--- src/rtl/output_ram_writer_pkg.sv ---
// Shared definitions for the output RAM write controller: state encoding and
// the index-counter width helper, also used by the top-level controller.
package output_ram_writer_pkg;

    typedef enum logic [1:0] {
        IDLE  = 2'd0,
        CLEAR = 2'd1,
        RUN   = 2'd2,
        DONE  = 2'd3
    } wr_state_t;

    // The counter must be able to hold r itself once the last word is accepted.
    function automatic int cnt_width(input int depth);
        return $clog2(depth + 1);
    endfunction

endpackage

--- src/rtl/output_ram_writer.sv ---
// Clears every output_ram entry, then writes r handshaked result words to
// consecutive indices and flags completion for the top-level controller.
module output_ram_writer
    import output_ram_writer_pkg::*;
#(
    parameter int r = 8,
    parameter int n = 32
) (
    input  logic                 clk,
    input  logic                 rst,
    input  logic                 start,
    input  logic                 in_valid,
    input  logic [n-1:0]         in_data,
    output logic                 in_ready,
    output logic                 ram_clr,
    output logic                 ram_wr,
    output logic [$clog2(r)-1:0] ram_i,
    output logic [n-1:0]         ram_pi,
    output logic                 busy,
    output logic                 done
);

    localparam int CW = cnt_width(r);
    localparam int IW = $clog2(r);
    localparam logic [CW-1:0] LAST  = CW'(r - 1);
    localparam logic [CW-1:0] DEPTH = CW'(r);

    wr_state_t     state, state_next;
    logic [CW-1:0] count, count_next;
    logic          accept;

    logic          clr_d, wr_d, busy_d, done_d;
    logic [IW-1:0] i_d;
    logic [n-1:0]  pi_d;

    // in_ready depends only on state and count so upstream never sees a loop.
    assign in_ready = (state == RUN) && (count < DEPTH);
    assign accept   = in_valid && in_ready;

    always_ff @(posedge clk) begin
        if (rst) begin
            state <= IDLE;
            count <= '0;
        end else begin
            state <= state_next;
            count <= count_next;
        end
    end

    always_comb begin
        state_next = state;
        count_next = count;
        case (state)
            IDLE, DONE: begin
                if (start) begin
                    state_next = CLEAR;
                    count_next = '0;
                end
            end
            CLEAR: begin
                if (count == LAST) begin
                    state_next = RUN;
                    count_next = '0;
                end else begin
                    count_next = count + CW'(1);
                end
            end
            RUN: begin
                if (accept) begin
                    count_next = count + CW'(1);
                    if (count == LAST) state_next = DONE;
                end
            end
            default: state_next = IDLE;
        endcase
    end

    // Outputs are computed from the upcoming state so the registered copies
    // line up with the state they describe, e.g. last write and done together.
    always_comb begin
        clr_d  = (state_next == CLEAR);
        wr_d   = accept;
        busy_d = (state_next == CLEAR) || (state_next == RUN);
        done_d = (state_next == DONE);
        i_d    = ram_i;
        pi_d   = ram_pi;
        if (state_next == CLEAR) i_d = count_next[IW-1:0];
        if (accept) begin
            i_d  = count[IW-1:0];
            pi_d = in_data;
        end
    end

    always_ff @(posedge clk) begin
        if (rst) begin
            ram_clr <= 1'b0;
            ram_wr  <= 1'b0;
            ram_i   <= '0;
            ram_pi  <= '0;
            busy    <= 1'b0;
            done    <= 1'b0;
        end else begin
            ram_clr <= clr_d;
            ram_wr  <= wr_d;
            ram_i   <= i_d;
            ram_pi  <= pi_d;
            busy    <= busy_d;
            done    <= done_d;
        end
    end

endmodule
--- config.mk ---
export PLATFORM = sky130hd
export DESIGN_NAME = output_ram_writer
export DESIGN_NICKNAME = d
export VERILOG_FILES = /design/src/rtl/output_ram_writer_pkg.sv /design/src/rtl/output_ram_writer.sv
export SDC_FILE = /design/constraint.sdc
export NUM_CORES = 1
export LEC_CHECK = 0
export ABC_AREA = 1
export ABC_CLOCK_PERIOD_IN_PS = 3900
export BUFFER_PORTS_ARGS = -buffer_cell sky130_fd_sc_hd__clkbuf_2
export CAP_MARGIN = 20
export CORE_MARGIN = 1
export CORE_UTILIZATION = 51
export CTS_CLUSTER_DIAMETER = 80
export DETAILED_ROUTE_END_ITERATION = 6
export GPL_TIMING_DRIVEN = 0
export PLACE_DENSITY = 0.88
export SLEW_MARGIN = 20
export SYNTH_ARGS = -nofsm -noshare
export SYNTH_HDL_FRONTEND = slang
export SYNTH_SLANG_ARGS = --single-unit
--- constraint.sdc ---
create_clock -name clk -period 3.9 [get_ports clk]
set_clock_uncertainty 0.2 [all_clocks]
set_input_delay 0 -clock clk [delete_from_list [all_inputs] [get_ports clk]]
set_output_delay 0 -clock clk [all_outputs]
set_load 0.005 [all_outputs]
## Word level (Yosys, flattened, before mapping)

Index checks and enable logic that the tools add are counted.

- Logic and storage cells: 38
- Bits in read-only memories: 0
- Bits of input ports: 36
- Bits in latches: 0
- Output and inout port bits: 40
- Memories: 0
- RAM bits: 0
- Register bits: 45

- Eq/ne operators: 9
- Order comparisons: 1
- Div/mod/pow operators: 0
- Multiply operators: 0
- Bitwise logic cells: 0
- Multiplexer cells: 11
- $add $sub $neg: 1
- Reduce and logical (&&, ||, !) cells: 7
- Shifts and indexed selects: 0

Operator list:

| operator | count |
|---|---|
| 4-bit 2-to-1 mux | 3 |
| 4-bit case mux with 3 select lines | 1 |
| 2-bit equality test (second input constant) | 4 |
| 2-bit 2-to-1 mux | 4 |
| 3-bit 2-to-1 mux | 2 |
| 2-bit case mux with 3 select lines | 1 |
| 4-bit by 1-bit adder with 4-bit output (second input constant) | 1 |
| 2-bit by 1-bit equality test with 1-bit output (second input constant) | 2 |
| 4-bit by 3-bit equality test with 1-bit output (second input constant) | 1 |
| 4-bit < comparator (second input constant) | 1 |
| 2-bit != test (second input constant) | 2 |
| 1-bit logical AND | 2 |
| 2-bit zero test | 1 |
| 2-bit AND reduction | 1 |
| 2-bit nonzero test | 1 |
| 2-bit OR reduction | 1 |
| 1-bit logical OR | 1 |

## Depth between registers and ports, before layout

- Depth in word-level cells: 8
- Depth in mapped cells: 15
- Depth with buffers taken out: 14

## Least setup slack after synthesis

Ideal clock, no wire load.

- Kind: register to register
- Start: reg state[0]
- End: reg ram_i[2]
- Arrival: 1.815 ns
- Data required time: 3.642 ns
- Cell stages (with the launch flop): 14
- Path slack: 1.827 ns
- Library setup time: 0.058 ns
- Period minus slack after synthesis: 2.073 ns
- Path buffers: 0
- Cell sequence: dfxtp_1 inv_1 ha_1 inv_1 nor2_4 inv_1 o21ai_0 inv_1 ha_1 inv_1 nand2_1 o21ai_0 nand2_1 nand2_1

- Longest elaborated chain between the ends: 7
- Elaborated cells between the ends (all ways): 18
- Those cells by class: 4 x eq/ne; 9 x mux; 5 x reduce/logical

Ends and longest elaborated chain:

| item | line | text |
|---|---|---|
| from (decl) | output_ram_writer.sv:28 | `wr_state_t state, state_next;` |
| from (signal assigned) | output_ram_writer.sv:45 | `state <= state_next;` |
| 2-bit equality test | output_ram_writer.sv:37, output_ram_writer.sv:53 |  |
| 1-bit logical AND | output_ram_writer.sv:37 | `assign in_ready = (state == RUN) && (count < DEPTH);` |
| 1-bit logical AND | output_ram_writer.sv:38 | `assign accept = in_valid && in_ready;` |
| 2-bit 2-to-1 mux | output_ram_writer.sv:69 | `if (accept) begin` |
| 2-bit case mux with 3 select lines * | output_ram_writer.sv:53 | `case (state)` |
| via state_next[0] | output_ram_writer.sv:28 |  |
| 2-bit by 1-bit equality test with 1-bit output * | n/a |  |
| via clr_d | output_ram_writer.sv:32 | `logic clr_d, wr_d, busy_d, done_d;` |
| 2-bit nonzero test (no source line) * | n/a |  |
| to (signal assigned) | output_ram_writer.sv:105 | `ram_i <= i_d;` |
| to (decl) | output_ram_writer.sv:17 | `output logic [$clog2(r)-1:0] ram_i,` |

Mark *: on every way through the listed nets, which the timed path passes. The rest lies on a longest branch. The select of a mux whose other input is x is not followed.
A chain may end at the register's enable or synchronous reset.

## Worst setup path after layout

Ends and elaborated chain as after synthesis.

==> impl_metrics.tcl <==
set metrics [dict create \
    status "finished, final reports clean" \
    min_to "ram_pi[11]" \
    yosys-top-cells-count "89 x nand2_1, 45 x dfxtp_1, 36 x a21oi_1, 19 x inv_1, 13 x nor2_1" \
    critPathMaxFanout 6 \
    vias 2020 \
    num_antenna_cells 0 \
    overflow 0 \
    io_buffer_count 74 \
    avgRoutedWirePerCell_microns 12.9 \
    power_density_nw_per_um2 313 \
    grt_max_degree 14 \
    cp-end-kind "flop" \
    syn_nets 288 \
    slew_viol_final 0 \
    maxCapViolations 0 \
    reg2reg_to "ram_i[2]" \
    dieArea_sq_um 3880 \
    die_x_microns 62.3 \
    antenna_found_initial 0 \
    ys_types 22 \
    synth_top_family_by_area "simple AND/OR/NAND/NOR gates" \
    crit_path_start_kind "flop" \
    grt_pass1_vias 2019 \
    cts_tree "yes" \
    setup_violations 0 \
    ant_nets 0 \
    initial_core_util_pct 54.2 \
    fillers 224 \
    irDropWorstVdd_mv 0.249 \
    power.static_leakage_nw 1.28 \
    worst_hold_slack_ns 0.211 \
    setup-tns-final_ns 0 \
    final_nets 407 \
    track_usage_pct 28.5 \
    tightest_slew_ns 0.476 \
    yosys.area.top_type_share_pct 48.6 \
    drc 0 \
    slew-limit-headroom_pct 68.2 \
    yosysMostFrequentCell "nand2_1" \
    synth_area_sq_um 1850 \
    cp_common_cell "inv_1" \
    r2r.worst_path.cells 13 \
    path_cells "inv_1, ha_1, inv_1, nor2_4, inv_1, o21ai_0, inv_1, ha_1, inv_1, nand2_1, o21ai_0, nand2_1, nand2_1" \
    synthTopCellsByArea "dfxtp_1 49%, nand2_1 18%, a21oi_1 9.7%" \
    async_flop_share_pct 0 \
    avgSynthCellArea_sq_um 7.50 \
    synth-edff-count 0 \
    dr.pass1.iters 4 \
    synth_ff_type "dfxtp_1" \
    clock_path_buffers 2 \
    synth_fa_ha_area_share_pct 3.38 \
    ys_seq_elements 45 \
    dp_hpwl_microns 2980 \
    core_area_sq_um 3420 \
    synthSimpleGateAreaFrac_pct 25.1 \
    viasPerCell 4.89 \
    drtIter0Drc 124 \
    synth-xor-area-share_pct 0.473 \
    path_buf_inv 5 \
    layout-drive-gt1-share_pct 25.3 \
    max_stage_delay_ns 0.39 \
    root_buffer "clkbuf_4" \
    synthMuxAreaShare_pct 0 \
    numCtsBuffers 5 \
    cp.arrival_ns 2.61 \
    syn2layout_area_growth_pct 48.2 \
    yosysTopAreaCell "dfxtp_1" \
    crit_type "flop to flop" \
    fmax_mhz 400 \
    min_path_type "primary input to flop" \
    ff2ff_setup_slack_ns 1.40 \
    yosys_warnings 0 \
    hold_viol_final 0 \
    clkLatencyLatePin_ns 0.36 \
    rows 21 \
    rsz0062_at_grt "false" \
    drt_wl_total_microns 5320 \
    syn_inst 247 \
    hold_start "in_data[11]" \
    seq_area_frac_synth_pct 48.6 \
    crit_cells 13 \
    grt_pass1_wl_microns 8780 \
    path_clk_slew_ns 0.13 \
    worstPathRequired_ns 4.01 \
    die_h_microns 62.3 \
    crit_family "adder cells" \
    r2r-start "state[0]" \
    fin_crit_ns 2.50 \
    ios 76 \
    fin_crit_sh_pct 64.2 \
    min_path_cells 4 \
    critPathSlowestCell "dfxtp_1" \
    cts.sinks 45 \
    synth_compound_area_share_pct 13.5 \
    ctsHtreeMaxLevel 2 \
    ctsResizeCount 0 \
    gp_congestion 0.877 \
]
-- tightest hold or removal path, delay by kind of cell --
kind | cells | cell delay (ns)
buffers and inverters | 2 | 0.63
and+or+nand+nor | 1 | 0.05
AOI/OAI and AO/OA | 1 | 0.05
-- how the worst max path moves through the flow --
stage                     startpoint        to  slack, ns
after floorplan             state[0]  ram_i[2]       1.83
after CTS                   state[0]  ram_i[2]       1.46
after global routing        state[0]  ram_i[2]       1.27
after global placement      state[0]  ram_i[2]       1.54
after detailed placement    state[0]  ram_i[2]       1.51
final                       state[0]  ram_i[2]       1.40
-- per-layer routing --
| layer | routed length [microns] | track usage [%] | up-vias |
|---|---|---|---|
| li1 | - | - | 1015 |
| met1 | 2160 | 31.1 | 908 |
| met2 | 2800 | 54.3 | 80 |
| met3 | 237 | 5.15 | 17 |
| met4 | 125 | 10.5 | 0 |
| met5 | 0 | 0 | - |
-- state kept, by name, indices dropped and copies added, names as in the netlist --
signal and cells:
count 4, ram_i 3, state 2, ram_pi 32
busy 1, done 1, ram_clr 1, ram_wr 1
-- kinds of logic after synthesis --
logic type | count (synthesis)
DFF | 45
and+or+nand+nor | 114
buffers and inverters | 34
adders and majority gates | 5
xor gates and xnor gates | 1
AOI/OAI and AO/OA | 48
-- stage by stage --
stage	instance area [sq um]	cells	util (%)	worst slack, ns	total power, mW
3_5_place_dp	2280	367	66.7	1.51	0.539
2_1_floorplan	1850	247	-	1.83	0.510
5_1_grt	2750	413	80.4	1.27	0.890
3_3_place_gp	2280	367	66.7	1.54	0.538
6_report	2750	413	80.4	1.40	0.860
4_1_cts	2750	413	80.4	1.46	0.856
-- cell usage in the layout, fill, tap and decap left out, types with 6 or more instances in the layout --
cell,netlist,final
a21oi_1,36,36
nand2_1,89,89
clkbuf_2,0,74
inv_1,19,19
buf_4,6,6
dfxtp_1,45,45
nor2_1,13,13
o21ai_0,8,8
clkbuf_1,5,6
nand3_1,8,8
dlygate4sd3_1,0,38
-- where the power goes --
group	total [mW]	switching, mW	internal (mW)
clock	0.300	0.146	0.153
combinational	0.0940	0.0451	0.0489
sequential	0.467	0.00260	0.464
-- cell type report --
| class | instances | area [sq um] | share of cell area, % |
|---|---|---|---|
| flip-flops and latches | 45 | 901 | 32.8 |
| multi-input cells | 168 | 786 | 28.6 |
| well taps | 46 | 57.6 | 2.10 |
| inverters | 21 | 78.8 | 2.87 |
| plain buffers | 13 | 86.3 | 3.14 |
| clock buffers | 7 | 55.1 | 2.01 |
| clock inverters | 1 | 30.0 | 1.09 |
| repair buffers | 112 | 751 | 27.3 |
-- repair_timing --
action                    4_1_cts  5_1_grt
hold buffers                   38        0
hold endpoints to repair       43        0
buffers inserted                0        0
Power figures use the tool's default switching activity.
